[src/rtl/ex_div_unit.sv]
// ex_div_unit: multi-cycle 32-bit signed/unsigned restoring divider for EX.
// Ports: clk, rst (sync high), signed_div_i, opdata1_i, opdata2_i, start_i,
//   annul_i in; result_o {rem,quo}, ready_o (registered), stallreq_o out.
module ex_div_unit #(
  parameter int DATA_W = 32,
  parameter int CNT_W  = 6
) (
  input  logic                clk,
  input  logic                rst,
  input  logic                signed_div_i,
  input  logic [DATA_W-1:0]   opdata1_i,
  input  logic [DATA_W-1:0]   opdata2_i,
  input  logic                start_i,
  input  logic                annul_i,
  output logic [2*DATA_W-1:0] result_o,
  output logic                ready_o,
  output logic                stallreq_o
);

  typedef enum logic [1:0] {
    S_FREE,
    S_BY_ZERO,
    S_ON,
    S_END
  } state_t;

  state_t              state;
  logic [CNT_W-1:0]    cnt;
  logic [2*DATA_W:0]   work;
  logic [DATA_W-1:0]   divisor;
  logic                sgn;
  logic                neg1;
  logic                neg2;

  logic [DATA_W-1:0]   mag1;
  logic [DATA_W-1:0]   mag2;
  logic [DATA_W:0]     diff;
  logic [DATA_W-1:0]   quo;
  logic [DATA_W-1:0]   rem;
  logic [DATA_W-1:0]   quo_f;
  logic [DATA_W-1:0]   rem_f;

  always_comb begin
    mag1 = opdata1_i;
    mag2 = opdata2_i;
    if (signed_div_i && opdata1_i[DATA_W-1])
      mag1 = -opdata1_i;
    if (signed_div_i && opdata2_i[DATA_W-1])
      mag2 = -opdata2_i;
  end

  // Partial remainder lives in work[2W:W]; a 33-bit difference is enough,
  // since the remainder is always below twice the divisor, so bit W is
  // the borrow.
  assign diff = work[2*DATA_W:DATA_W] - {1'b0, divisor};

  assign quo = work[DATA_W-1:0];
  assign rem = work[2*DATA_W:DATA_W+1];

  always_comb begin
    quo_f = quo;
    rem_f = rem;
    if (sgn && (neg1 ^ neg2))
      quo_f = -quo;
    if (sgn && neg1)
      rem_f = -rem;
  end

  assign stallreq_o = start_i & ~ready_o & ~annul_i;

  always_ff @(posedge clk) begin
    if (rst) begin
      state    <= S_FREE;
      cnt      <= '0;
      work     <= '0;
      divisor  <= '0;
      sgn      <= 1'b0;
      neg1     <= 1'b0;
      neg2     <= 1'b0;
      result_o <= '0;
      ready_o  <= 1'b0;
    end else begin
      unique case (state)
        S_FREE: begin
          ready_o  <= 1'b0;
          result_o <= '0;
          if (start_i && !annul_i) begin
            if (opdata2_i == '0) begin
              state <= S_BY_ZERO;
            end else begin
              state   <= S_ON;
              sgn     <= signed_div_i;
              neg1    <= opdata1_i[DATA_W-1];
              neg2    <= opdata2_i[DATA_W-1];
              divisor <= mag2;
              work    <= {{DATA_W{1'b0}}, mag1, 1'b0};
              cnt     <= '0;
            end
          end
        end
        S_BY_ZERO: begin
          state    <= S_END;
          ready_o  <= 1'b1;
          result_o <= '0;
        end
        S_ON: begin
          if (annul_i) begin
            state    <= S_FREE;
            ready_o  <= 1'b0;
            result_o <= '0;
          end else if (cnt != CNT_W'(DATA_W)) begin
            if (diff[DATA_W])
              work <= {work[2*DATA_W-1:0], 1'b0};
            else
              work <= {diff[DATA_W-1:0], work[DATA_W-1:0], 1'b1};
            cnt <= cnt + 1'b1;
          end else begin
            state    <= S_END;
            ready_o  <= 1'b1;
            result_o <= {rem_f, quo_f};
          end
        end
        S_END: begin
          if (!start_i || annul_i) begin
            state    <= S_FREE;
            ready_o  <= 1'b0;
            result_o <= '0;
          end
        end
        default: state <= S_FREE;
      endcase
    end
  end

endmodule

[config.mk]
export PLATFORM = sky130hd
export DESIGN_NAME = ex_div_unit
export DESIGN_NICKNAME = d
export VERILOG_FILES = /design/src/rtl/ex_div_unit.sv
export SDC_FILE = /design/constraint.sdc
export NUM_CORES = 1
export LEC_CHECK = 0
export BUFFER_PORTS_ARGS = -buffer_cell sky130_fd_sc_hd__buf_2
export CAP_MARGIN = 30
export CELL_PAD_IN_SITES_DETAIL_PLACEMENT = 1
export CELL_PAD_IN_SITES_GLOBAL_PLACEMENT = 1
export CORE_MARGIN = 2
export CORE_UTILIZATION = 47
export DETAILED_ROUTE_END_ITERATION = 7
export PLACE_DENSITY = 0.95
export SETUP_SLACK_MARGIN = 0.05
export SYNTH_ARGS = -nofsm -noshare
export SYNTH_HDL_FRONTEND = slang
export SYNTH_SLANG_ARGS = --single-unit
export TNS_END_PERCENT = 1
[constraint.sdc]
create_clock -name clk -period 8.25 [get_ports clk]
set_clock_uncertainty 0.05 [all_clocks]
set_input_delay 1.2375 -clock clk [delete_from_list [all_inputs] [get_ports clk]]
set_output_delay 1.2375 -clock clk [all_outputs]
set_load 0.1 [all_outputs]
# --- Yosys cells after proc, flatten, opt, wreduce, memory -nomap -nowiden ---
# Index checks and enable logic that the tools add are counted.
word_totals:
  regBits: 173
  latch_bits: 0
  mem_bits_rw: 0
  romBits: 0
  in_bits: 69
  output_inout_bits: 66
  word_cells: 76
  memories: 0
classes:
  addsub: 6
  mul: 0
  div_mod_pow: 0
  magnitude_cmp: 0
  eq_ne: 10
  shift: 0
  n_mux: 29
  bitwise_logic: 6
  reduce_logical: 16
ops:
  columns: ["op", "count"]
  rows:
  - ["two-way mux 65 bit", 5]
  - ["two-way mux 64 bit", 3]
  - ["case mux 64 bit (3 select lines)", 1]
  - ["case mux 65 bit (2 select lines)", 1]
  - ["two-way mux 32 bit", 4]
  - ["negation 32 bit", 4]
  - ["subtractor 33 x 32 -> 33 bit", 1]
  - ["logical NOT 32 bit", 1]
  - ["two-way mux 6 bit", 4]
  - ["case mux 6 bit (2 select lines)", 1]
  - ["two-way mux 2 bit", 5]
  - ["!= test 2 bit (second input constant)", 5]
  - ["case mux 2 bit (4 select lines)", 1]
  - ["adder 6 x 1 -> 6 bit (second input constant)", 1]
  - ["!= test 6 bit (second input constant)", 1]
  - ["AND reduction 3 bit", 2]
  - ["logical AND 1 bit", 5]
  - ["AND reduction 5 bit", 1]
  - ["equality test 2 bit (second input constant)", 2]
  - ["case mux 1 bit (4 select lines)", 1]
  - ["two-way mux 1 bit", 3]
  - ["!= test 3 bit (second input constant)", 1]
  - ["inverter 1 bit", 3]
  - ["bitwise AND 1 bit", 2]
  - ["other kinds (8)", 9]

# --- Longest topological paths before layout ---
depth:
  ltp_word: 6
  mapped_depth: 13
  ltp_nobuf: 11

# --- Worst setup path before layout ---
# Ideal clock, no wire load.
synth_timing:
  kind: "input -> output"
  start: "in annul_i"
  end: "out stallreq_o"
  arrival_time_ns: 2.661
  t_required_ns: 6.963
  setup_slack_ns: 4.301
  path_stages: 2
  path_buffers: 0
  cell_sequence: "nand2b_1 -> nor2_1"
synth_via:
  elab_chain_len: 2
synth_lines:
  columns: ["item", "line_no", "text"]
  rows:
  - ["from (decl)", "14", "input logic annul_i,"]
  - ["inverter 1 bit", "69", "assign stallreq_o = start_i & ~ready_o & ~annul_i;"]
  - ["bitwise AND 1 bit", "69", null]
  - ["to (decl)", "17", "output logic stallreq_o"]
# No other way between the ends.

# --- Worst setup path in the final report ---
layout_timing:
  start: "in opdata2_i[10]"
  end: "reg work[56]"
layout_via:
  elab_chain_len: 3
layout_lines:
  columns: ["item", "line_no", "text"]
  rows:
  - ["from (decl)", "12", "input logic [DATA_W-1:0] opdata2_i,"]
  - ["logical NOT 32 bit", "88", "if (opdata2_i == '0) begin"]
  - ["!= test 2 bit (no line)", null, null]
  - ["AND reduction 5 bit (no line)", null, null]
  - ["to (signal assigned)", "96", "work <= {{DATA_W{1'b0}}, mag1, 1'b0};"]
  - ["to (signal assigned)", "113", "work <= {work[2*DATA_W-1:0], 1'b0};"]
  - ["to (signal assigned)", "115", "work <= {diff[DATA_W-1:0], work[DATA_W-1:0], 1'b1};"]
  - ["to (decl)", "29", "logic [2*DATA_W:0] work;"]
# No other way between the ends.
# A chain may end at the register's enable or synchronous reset.

==> summary.txt <==
first-pass GRT wire length - 69.5 mm
crit path DAT - 4840 ps
die area - 0.0259 mm^2
post-synth cell types - 70
clk slew on worst S/H paths - 70 ps
top cell type's share of synthesized area - 29.9%
drt pass-1 iters - 5
share of cells above drive strength 1 - 13.8%
via count - 12,312
antenna fix cells - 0
setup ws final - 3730 ps
Sum Neg Setup Slack - 0 ps
post-CTS sizing - 0
worst vdd ir - 180 uV
Rows - 57
most frequent cell after synthesis - nand2_1
worst-path cell chain - buf_2 > or4_4 > or4_1 > nor3_1 > and4_1 > nor2_2 > buf_4 > nor2_2 > buf_4 > nand2_1 > o211ai_1
max-slew violation count - 0
crit-path max cell delay - 670 ps
Buf+Inv Stages, Crit Path - 3
Synth area leader - dfxtp_1
# Post-CTS Setup Buffers - 0
vias in the first global route - 12,751
async set-reset flop share out of synthesis - 0%
gr usage total - 33.6%
grt total ovfl - 0
core box area - 0.0242 mm^2
crit-path leading delay family - simple AND/OR/NAND/NOR gates
IO Pins - 135
CP required - 8560 ps
Leakage Power - 5.17 nW
crit path kind - in2reg
final wirelength - 43.9 mm
top post-synthesis cells by area - dfxtp_1 (30%), nand2_1 (7.4%), xnor2_1 (6.8%)
drt first-iter violations - 1,101
Root Buffer - clkbuf_16
CP Capture Type - flop
Synth Flop Type - dfxtp_1
Avg Inst Size Synth - 7.49 um^2
pre-CTS setup slack - 3460 ps
# H-tree levels - 4
final setup vio count - 0
MaxCap Viol Count - 0
CTS tree - done
clock buffer depth - 2
Post-DP HPWL - 29.4 mm
startpoint class of the critical path - input port
status - completed
Worst-Margin Slew - 1000 ps
clock latency on the worst-skew pair - 460 ps
commonest cells in the netlist - nand2_1 (227), dfxtp_1 (173), nor2_1 (153), a21oi_1 (150), xnor2_1 (90)
synth warn - 0
Final Critical Period - 4520 ps
Final Hold Fails - 0
Syn Inst Count - 1,546
Power Density - 238 mW/mm^2
relative slew slack - 33.3%
Die Height - 161 um
sequential share of the synthesized area - 29.9%
RePlAce Congestion - 0.914
drt via density - 6.33
Horiz. Die Dim - 161 um
part of the cycle the worst path needs - 54.8%
PortBufs - 134
Initial Utilization - 47.7%
Synth Cell Area - 0.0116 mm^2
P&R area growth vs syn - 12.3%
largest net degree at the start of global routing - 86
DRC viols - 0
synthesis-stage register bit count - 173
cts bufs inserted - 17
Core Util, Final - 53.6%
Num Clock Sinks - 173
Routed Antenna Nets - 0
CP Max Fanout - 39
Hold Worst Slack - 405 ps
slowest CP cell - nor2_2
unrepaired setup endpoints after global routing - no
initial antenna violation count - 0
fmax - 221 MHz
nets@finish - 1,720
Routed WL per cell - 22.6 um
Mapped Nets - 1,658
min-delay worst type - reg2reg
Post-synth EDFFs - 0
hold-fix buffers at CTS - 0
## report_power, final
group	internal [W]	switching, W	total (W)
sequential	0.000911	0.000103	0.00101
clock	0.000460	0.000403	0.000863
combinational	0.000382	0.000841	0.00122
## layout make-up
| class | count | area (um^2) |
|---|---|---|
| fillers | 3071 | 11200 |
| multi-input cells | 1208 | 7460 |
| flip-flops and latches | 173 | 3460 |
| repair buffers | 149 | 843 |
| clock buffers | 18 | 429 |
| well taps | 324 | 405 |
| inverters | 59 | 221 |
| clock inverters | 14 | 179 |
## routing by layer
metal	GRT usage, %	routed length [um]	up-vias	part of all wire [%]
li1	-	-	5573	-
met1	41.9	18100	6001	41
met2	56.0	20900	581	48
met3	5.24	2900	157	6.6
met4	17.9	1980	0	4.5
met5	0	0	-	0
## cell families (layout without fill, tap and decap cells)
group,Yosys count,count (layout),synth area share (%)
adder cells (fa/ha/maj),43,43,4.71
XOR/XNOR,147,147,11.1
AO/OA/AOI/OAI,428,428,24.8
multiplexers,3,3,0.259
AND/OR/NAND/NOR,587,587,23.3
flip-flops,173,173,29.9
buffers and inverters,165,240,5.88
## final timing paths
check	end	startpoint	cells past startpoint	slack [ps]
hold / removal	result_o[55]	result_o[55]	2	400
setup reg to reg	work[56]	work[33]	11	4290
hold reg to reg	result_o[55]	result_o[55]	2	400
setup / recovery	work[56]	opdata2_i[10]	11	3730
## tightest hold or removal path, stage by stage (launching register included)
cell and delay [ps]:
dfxtp_1 310, nand2_1 50, a21oi_1 50
## stage by stage
| step | area (um^2) | cells | total power (W) |
|---|---|---|---|
| after global routing | 13000 | 1945 | 0.00323 |
| after floorplan | 11600 | 1546 | 0.00184 |
| after global placement | 12300 | 1908 | 0.00206 |
| final | 13000 | 1945 | 0.00310 |
| after CTS | 13000 | 1943 | 0.00305 |
| after detailed placement | 12400 | 1911 | 0.00215 |
## state kept, by name (all words and copies together) (netlist names)
| register | count |
|---|---|
| sgn | 1 |
| result_o | 64 |
| ready_o | 1 |
| work | 65 |
| divisor | 32 |
| cnt | 6 |
| neg1 | 1 |
| neg2 | 1 |
| state | 2 |
## placed cells by master, fill, tap and decap left out, types with 4 or more instances in the layout
cell type	n
a211oi_1	9
a211oi_2	27
a21o_1	15
a21oi_1	149
a221o_1	11
a22oi_1	37
a31oi_1	11
and2_1	13
and3_1	4
buf_2	134
buf_4	11
clkbuf_16	17
dfxtp_1	173
ha_1	41
inv_1	59
nand2_1	227
nand2b_1	16
nand3_1	39
nand3b_1	7
nand4_1	30
nor2_1	150
nor2b_1	8
nor3_1	35
nor4_1	21
o211ai_1	26
o21a_1	4
o21ai_0	71
o21bai_1	6
o31ai_1	20
o41ai_1	9
or3_1	10
or4_1	6
xnor2_1	90
xor2_1	57
Power figures use the tool's default switching activity.
